[config.mk]
export PLATFORM = sky130hd
export DESIGN_NAME = pu_seq
export DESIGN_NICKNAME = d
export VERILOG_FILES = /design/src/rtl/pu_seq.sv
export SDC_FILE = /design/constraint.sdc
export NUM_CORES = 1
export LEC_CHECK = 0
export CAP_MARGIN = 20
export CORE_MARGIN = 2
export CORE_UTILIZATION = 40
export CTS_CLUSTER_DIAMETER = 50
export DETAILED_ROUTE_END_ITERATION = 7
export MAX_ROUTING_LAYER = met4
export PLACE_DENSITY = 0.77
export SLEW_MARGIN = 5
export SYNTH_ARGS = -nofsm -noshare
export SYNTH_HDL_FRONTEND = slang
export SYNTH_SLANG_ARGS = --single-unit
[constraint.sdc]
create_clock -name clk -period 1.83 [get_ports clk]
set_input_delay 0.4575 -clock clk [delete_from_list [all_inputs] [get_ports clk]]
set_output_delay 0.4575 -clock clk [all_outputs]
set_load 0.01 [all_outputs]
[src/rtl/pu_seq.sv]
// ---------------------------------------------------------------------------
// pu_seq
//   Multi-cycle fetch / decode / execute / writeback sequencer for the 16-bit
//   PU core. It fetches one instruction word at a time, holds it in ir for the
//   instruction decoder, and turns the decoder's write enable into a single
//   writeback-cycle pulse. It also provides run control (start, single-step),
//   stops on a halt instruction and counts retired instructions.
//
// Ports
//   clk, rst_n          clock (rising edge) and synchronous active-low reset
//   start               leave IDLE and begin fetching at pc
//   step_mode           1: pause after every retired instruction
//   step                in PAUSE: release the next instruction
//   imem_req/imem_addr  instruction fetch request and address (= pc)
//   imem_ack/imem_rdata fetch completion and the fetched word
//   ir                  instruction register, feeds the decoder
//   dec_we, dec_halt    decoder outputs for the current ir
//   rf_we               register-file write enable, gated to the WB cycle
//   pc                  program counter
//   state               FSM state code (IDLE=0 .. HALT=6)
//   busy, halted        run status decodes of state
//   retired             saturating count of retired instructions
//
// Fetch handshake (req/ack):
//   imem_req is high for every cycle the sequencer sits in FETCH, and
//   imem_addr holds pc unchanged for that whole time. The memory may take any
//   number of cycles; the transfer completes on the first rising edge where
//   imem_ack is 1, at which point imem_rdata is captured into ir and the
//   request drops in the following cycle. imem_ack outside FETCH is ignored.
//   There is no timeout, and reset abandons an outstanding fetch.
// ---------------------------------------------------------------------------
module pu_seq #(
    parameter int PC_W  = 8,
    parameter int CNT_W = 16
) (
    input  logic             clk,
    input  logic             rst_n,
    input  logic             start,
    input  logic             step_mode,
    input  logic             step,
    output logic             imem_req,
    output logic [PC_W-1:0]  imem_addr,
    input  logic             imem_ack,
    input  logic [15:0]      imem_rdata,
    output logic [15:0]      ir,
    input  logic             dec_we,
    input  logic             dec_halt,
    output logic             rf_we,
    output logic [PC_W-1:0]  pc,
    output logic [2:0]       state,
    output logic             busy,
    output logic             halted,
    output logic [CNT_W-1:0] retired
);

    typedef enum logic [2:0] {
        S_IDLE   = 3'd0,
        S_FETCH  = 3'd1,
        S_DECODE = 3'd2,
        S_EXEC   = 3'd3,
        S_WB     = 3'd4,
        S_PAUSE  = 3'd5,
        S_HALT   = 3'd6
    } state_t;

    localparam logic [PC_W-1:0]  PC_ONE  = {{(PC_W-1){1'b0}}, 1'b1};
    localparam logic [CNT_W-1:0] CNT_ONE = {{(CNT_W-1){1'b0}}, 1'b1};
    localparam logic [CNT_W-1:0] CNT_MAX = {CNT_W{1'b1}};

    state_t state_q;
    state_t state_d;

    // Datapath strobes produced by the next-state logic.
    logic ir_load;   // capture imem_rdata into ir
    logic retire;    // advance pc and the retired counter

    // -----------------------------------------------------------------------
    // State register
    // -----------------------------------------------------------------------
    always_ff @(posedge clk) begin
        if (!rst_n) begin
            state_q <= S_IDLE;
        end else begin
            state_q <= state_d;
        end
    end

    // -----------------------------------------------------------------------
    // Next-state and datapath strobes
    // -----------------------------------------------------------------------
    always_comb begin
        state_d = state_q;
        ir_load = 1'b0;
        retire  = 1'b0;
        case (state_q)
            S_IDLE: begin
                if (start) begin
                    state_d = S_FETCH;
                end
            end
            S_FETCH: begin
                if (imem_ack) begin
                    ir_load = 1'b1;
                    state_d = S_DECODE;
                end
            end
            S_DECODE: begin
                // A halt word never reaches WB, so it neither advances pc
                // nor counts as retired.
                state_d = dec_halt ? S_HALT : S_EXEC;
            end
            S_EXEC: begin
                state_d = S_WB;
            end
            S_WB: begin
                retire  = 1'b1;
                state_d = step_mode ? S_PAUSE : S_FETCH;
            end
            S_PAUSE: begin
                // Dropping step_mode while paused also releases the core.
                if (step || !step_mode) begin
                    state_d = S_FETCH;
                end
            end
            S_HALT: begin
                state_d = S_HALT;
            end
            default: begin
                state_d = S_IDLE;
            end
        endcase
    end

    // -----------------------------------------------------------------------
    // Datapath registers: ir, pc, retired
    // -----------------------------------------------------------------------
    // ir only loads on the fetch completion edge, so it stays constant from
    // DECODE through WB and the decoder outputs are stable per instruction.
    always_ff @(posedge clk) begin
        if (!rst_n) begin
            ir      <= '0;
            pc      <= '0;
            retired <= '0;
        end else begin
            if (ir_load) begin
                ir <= imem_rdata;
            end
            if (retire) begin
                pc <= pc + PC_ONE;               // wraps modulo 2^PC_W
                if (retired != CNT_MAX) begin
                    retired <= retired + CNT_ONE;
                end
            end
        end
    end

    // -----------------------------------------------------------------------
    // Outputs: plain decodes of the registered state
    // -----------------------------------------------------------------------
    assign state     = state_q;
    assign imem_req  = (state_q == S_FETCH);
    assign imem_addr = pc;
    assign rf_we     = (state_q == S_WB) && dec_we;
    assign busy      = (state_q != S_IDLE) && (state_q != S_HALT);
    assign halted    = (state_q == S_HALT);

endmodule
==> reports/qor.yml <==
flow_run:
  drv_cap: 0
global_route:
  track_usage_pct: 18.7
  first_global_vias: 1826
  grt_pass1_wl_mm: 7.86
  grt_max_degree: 17
  grt-ovfl-total: 0
  antenna_found_initial: 0
logic_synthesis:
  seq_area_frac_synth_pct: 43.8
  syn_nets: 268
  synthDistinctLibCells: 37
  ys_ff_latch: 43
  syn_area_mm2: 0.00197
  postSynthAreaPerCell_um2: 8.12
  synthCells: 242
  synth_edf_count: 0
  synthArstFlopShare_pct: 0
  synth_flop_cell: "dfxtp_1"
  yosys_warnings: 0
finish:
  most-common-layout-cells: "71 x clkdlybuf4s50_1, 48 x nand2_1, 37 x dfxtp_1"
  fill_cells: 410
  layout-drive-gt1-share_pct: 16.2
  seq_area_um2: 876
  syn2layout_area_growth_pct: 58.1
  antenna_cells: 0
  fin_nets: 359
  multi_input_area_um2: 993
  layout_commonest_cell: "clkdlybuf4s50_1"
power:
  total_power_mw: 2.11
  peakVddDrop_mv: 0.542
  leakage_nw: 1.13
  clkPwrFrac_pct: 41.8
  p_switching_uw: 462
  switching_share_pct: 21.9
  p_comb_share_pct: 11.9
  power.sequential.fraction_pct: 46.3
  p_per_area_mw_per_mm2: 678
  intPower_mw: 1.65
placed_design:
  port_buffers: 78
  gp_congestion: 0.883
  dp_hpwl_mm: 3.56
  place_ws_ns: -0.164
critical_path:
  worstPathMaxFanout: 5
  startpoint_type: "flip-flop"
  critPathMaxStageDelay_ns: 0.50
  critPathArrivalTime_ns: 2.02
  crit_chain: "nand4_1 -> or4_4 -> or4_4 -> a21oi_2"
  path_class: "reg -> reg"
  critPathCaptureType: "flip-flop"
  critical_path_required_ns: 2.05
  cp_common_cell: "or4_4"
  slowest_stage: "or4_4"
timing:
  hold_slack_ns: 0.456
  drv_slew: 0
  worst_pin_slew_ns: 0.408
  slew_headroom_pct: 72.4
  min_period_ns: 1.79
  final.setup_skew_ns: 0.00523
  rsz0062_at_grt: "yes"
  setup_ws_ns: 0.0363
  setup_viol: 0
  max_freq_mhz: 558
  finalHoldViolations: 0
  fin_crit_sh_pct: 98.0
clocking:
  cts_tree: "built"
  clock_path_buffers: 2
  clkLatencyLatePin_ns: 0.29
  htree_levels: 2
  clock_sink_count: 43
  cts_root_buf: "clkbuf_8"
  holdBufCountCts: 0
  cts_made_buffers: 5
  path_clk_slew_ns: 0.09
drt:
  wl_mm: 4.93
  wl_per_cell_um: 12.3
  drt_first_iter_violations: 99
  num_vias: 1976
  via_per_inst: 4.93
  drcViolationCount: 0
  drtPass1Iterations: 6
  ant_nets: 0
floorplanning:
  fp.dieW_um: 74.1
  io_pins: 79
  die_area_mm2: 0.00549
  start_util_pct: 41.6
  placementRows: 25
  coreArea_mm2: 0.00472
  die_h_um: 74.1
run_status:
  status: "finished, final reports clean"
hold_path:
  hold_class: "reg -> reg"
[timing repair]
item                                    CTS  global route
endpoints found under the hold margin     0             0
setup buffers                             2             3
endpoints found under the setup margin    9            20
gates resized for setup                  15            15
pin swaps                                 2             4
[worst max-delay path, delay by kind of cell, from the launching register on]
| family | cells | cell delay, ns |
|---|---|---|
| simple gates | 3 | 1.16 |
| flops | 1 | 0.40 |
| compound gates | 1 | 0.16 |
[state kept, by name, indices dropped and copies added (netlist names)]
name and count:
state 3, imem_addr 8, retired 16, ir 16
[cell families (layout without fill, tap and decap cells)]
logic type,Yosys count,count (layout),share of synthesized area [%]
muxes,5,5,2.55
DFF,43,43,43.8
xor gates and xnor gates,6,6,2.67
and+or+nand+nor,112,112,29.3
AOI/OAI and AO/OA,48,48,13.5
adders and majority gates,2,2,1.27
buffers and inverters,26,118,6.87
[per-layer routing]
| layer | up-vias | routed length [um] | global-route usage, % |
|---|---|---|---|
| li1 | 1018 | - | - |
| met1 | 892 | 2250 | 22.8 |
| met2 | 61 | 2350 | 31.1 |
| met3 | 5 | 284 | 5.28 |
| met4 | 0 | 42 | 3.43 |
| met5 | - | 0 | - |
[metrics by stage]
step                area [um^2]  std cells  util, %  TNS, ns
finish                     3110        401     65.8        0
global route               3110        401     65.8   -0.119
global placement           2880        388     61.0   -0.164
floorplan                  1970        242        -        0
detailed placement         2880        388     61.0   -0.201
CTS                        3050        398     64.5   -0.166
[worst paths after layout]
check             start     endpoint  slack, ns  cells past startpoint
max          retired[5]  retired[15]       0.04                      4
min reg2reg       ir[7]        ir[7]       0.46                      2
min               ir[7]        ir[7]       0.46                      2
max reg2reg  retired[5]  retired[15]       0.04                      4
[Yosys cell counts, types with 4 or more instances]
cell type	instances	area, um^2
nand2_1	48	180
dfxtp_1	43	861
a21oi_1	31	155
nor2_1	12	45.0
buf_4	9	67.6
clkbuf_1	9	33.8
o21ai_0	8	40.0
nand4_1	7	43.8
nand3_1	6	30.0
nor4_1	6	37.5
or3_1	6	37.5
or4_1	6	45.0
mux2i_1	5	50.1
nand2b_1	5	31.3
o31ai_1	5	37.5
nor3_1	4	20.0
[power groups by stage]
stage	clock, mW	sequential, mW	combinational [mW]
floorplan	0	1.01	0.0903
global placement	0	0.999	0.242
detailed placement	0	1.00	0.243
CTS	0.904	0.976	0.247
global route	0.931	0.979	0.276
finish	0.880	0.975	0.252
[cell type report]
class | count | area share [%]
clock buffers | 5 | 2.21
inverters | 4 | 0.483
repair buffers | 106 | 32.3
well taps | 67 | 2.70
flip-flops and latches | 43 | 28.2
clock inverters | 3 | 2.17
multi-input cells | 173 | 32.0
(Power assumes the default switching activity.)
==> RTL change: new RTL, same flow settings <==
The parameter `CNT_W` goes from 16 to 18.
--- a/src/rtl/pu_seq.sv
+++ b/src/rtl/pu_seq.sv
@@ -33,3 +33,3 @@
     parameter int PC_W  = 8,
-    parameter int CNT_W = 16
+    parameter int CNT_W = 18
 ) (
Interface: changed (resized retired); port bits go from 79 to 81. The function was not compared with the original's and may differ.
==> RTL change against the unedited design <==
  * Die area grew 2.9%
  * Hold slack lost 2.2 ps
  * Wire length grew 0.18%
  * Power shrank 12%
  * Sequential cell count grew 2
  * Final area shrank 0.16%
  * First-iteration DRC count shrank 35%
  * Area after synthesis grew 3.1%
  * Setup slack gained 12 ps
  * Via count shrank 3.7%
  * Final cell count grew 0.25%
==> RTL change: results (changes against the unedited design) <==
INFO  metric outcome = finished clean
INFO  metric route.met3.wl = 363 um (+28%)
INFO  metric crit_slowest_cell = sky130_fd_sc_hd__clkdlybuf4s50_1
INFO  metric cts-root-to-sink-buffers = 2 (unchanged)
INFO  metric crit_path_max_fanout = 4 (-1)
INFO  metric ys_top_cells_by_count = sky130_fd_sc_hd__nand2_1 (46), sky130_fd_sc_hd__dfxtp_1 (45), sky130_fd_sc_hd__a21oi_1 (24)
INFO  metric timing_worst_slew_pin_value = 556 ps (+147 ps)
INFO  metric clock_skew = 5.58 ps (+0.352 ps)
INFO  metric final_layout_size_suffix_gt1_share = 13.7% (-2.4 points)
INFO  metric placed_cells_incl_taps = 394 (+1.5%)
INFO  metric netlist_top_cells_area = sky130_fd_sc_hd__dfxtp_1 (44%), sky130_fd_sc_hd__nand2_1 (8.5%), sky130_fd_sc_hd__a21oi_1 (5.9%), sky130_fd_sc_hd__xnor2_1 (5.6%), sky130_fd_sc_hd__nor2_1 (4.3%)
INFO  metric antenna_left = 0 (unchanged)
INFO  metric place_area = 0.00299 mm^2 (+3.9%)
INFO  metric yosysWarningCount = 0 (unchanged)
INFO  metric detailedRoute.firstIterationViolations = 64 (-35%)
INFO  metric antenna_cells = 0 (unchanged)
INFO  metric layout.nets = 360 (+0.28%)
INFO  metric clkTransAtPathRegs = 80 ps
INFO  metric synth_seq_area_share = 44.5% (+0.68 points)
INFO  metric static-leakage-power = 1.24 nW (+9.9%)
INFO  metric postSynth.asyncResetShare = 0% (unchanged)
INFO  metric highest_layer = met4
INFO  metric instances_no_fill = 402 (+0.25%)
INFO  metric cp_slowest_stage_delay = 530 ps (+30 ps)
INFO  metric port_buffers = 80 (+2.6%)
INFO  metric place.gp.congestion = 0.811 (-8.2%)
INFO  metric m1WireLength = 2200 um (-2.1%)
INFO  metric postCtsSetupRepairBufs = 0 (-2)
INFO  metric dp.final_hpwl = 3600 um (+1.2%)
INFO  metric vdd_drop_max = 0.000519 V (-4.2%)
INFO  metric track_usage = 18.0% (-0.64 points)
INFO  metric synth_cell_types = 32 (-14%)
INFO  metric met2_length = 2340 um (-0.34%)
INFO  metric syn_nets = 269 (+0.37%)
INFO  metric clk_root_buf = sky130_fd_sc_hd__clkbuf_8
INFO  metric post_synth.cell_area_avg = 8.34 um^2 (+2.6%)
INFO  metric grt_pass1_vias = 1748 (-4.3%)
INFO  metric clkLatencyLatePin = 290 ps (about the same)
INFO  metric routed_via_density = 4.73 (-3.9%)
INFO  metric dp_slack = -175 ps (-11.9 ps)
INFO  metric first_pass_grt_wire_length = 7720 um (-1.8%)
INFO  metric detailedRoute.firstPassIterationCount = 4 (-2)
INFO  metric path_delay_family = buffers and inverters
INFO  metric avgRoutedWirePerCell = 12.3 um (about the same)
INFO  metric grt_max_degree = 40 (+23)
INFO  metric arrival_time_reported_for_the_critical_path_endpoint = 1320 ps (-700 ps)
INFO  metric antenna_found_initial = 0 (unchanged)
==> RTL change: path summary, 6_finish.rpt <==
check / start / endpoint / slack [ps] / cells after the start
setup / recovery: retired[5] / retired[5] / 50 / 2
hold / removal: ir[15] / ir[15] / 450 / 2
setup reg to reg: state[2] / retired[11] / 150 / 6
hold reg to reg: ir[15] / ir[15] / 450 / 2
==> RTL change: layout make-up <==
class	instances	area, um^2
Multi-Input combinational cell	175	1020
Tap cell	67	83.8
Inverter	2	7.51
Sequential cell	45	906
Fill cell	454	1710
Timing Repair Buffer	105	997
Clock inverter	2	15.0
Clock buffer	6	72.6
==> RTL change: worst reg2reg max path, delay by kind of cell, from the launching register on <==
family	cells	cell delay (ps)
AO/OA/AOI/OAI	1	440
AND/OR/NAND/NOR	3	370
flip-flops	1	360
buffers and inverters	1	240
XOR/XNOR	1	170
==> RTL change: cells by family after synthesis <==
logic type	count (synthesis)	synth area share, %
AOI/OAI and AO/OA	34	9.39
xor gates and xnor gates	18	7.78
DFF	45	44.5
and+or+nand+nor	116	28.5
muxes	5	2.47
buffers and inverters	23	6.12
adders and majority gates	2	1.24
==> RTL change: per-layer routing <==
metal	track usage, %	vias up
met1	22.2	851
met3	5.35	2
met4	4.68	0
met2	29.0	62
met5	-	-
li1	-	988
==> RTL change: repair_timing <==
item                                    in CTS  in global routing
gates resized for setup                     10                 11
cloned                                       0                  0
endpoints found under the setup margin       6                 11
pin swaps                                    0                  0
==> RTL change: report_power, final <==
group	leakage [nW]	total, mW	switching, mW	internal, mW
registers	0.366	1.02	0.0157	1.00
logic	0.836	0.244	0.105	0.138
clock network	0.0374	0.597	0.328	0.269
total	1.24	1.86	0.449	1.41
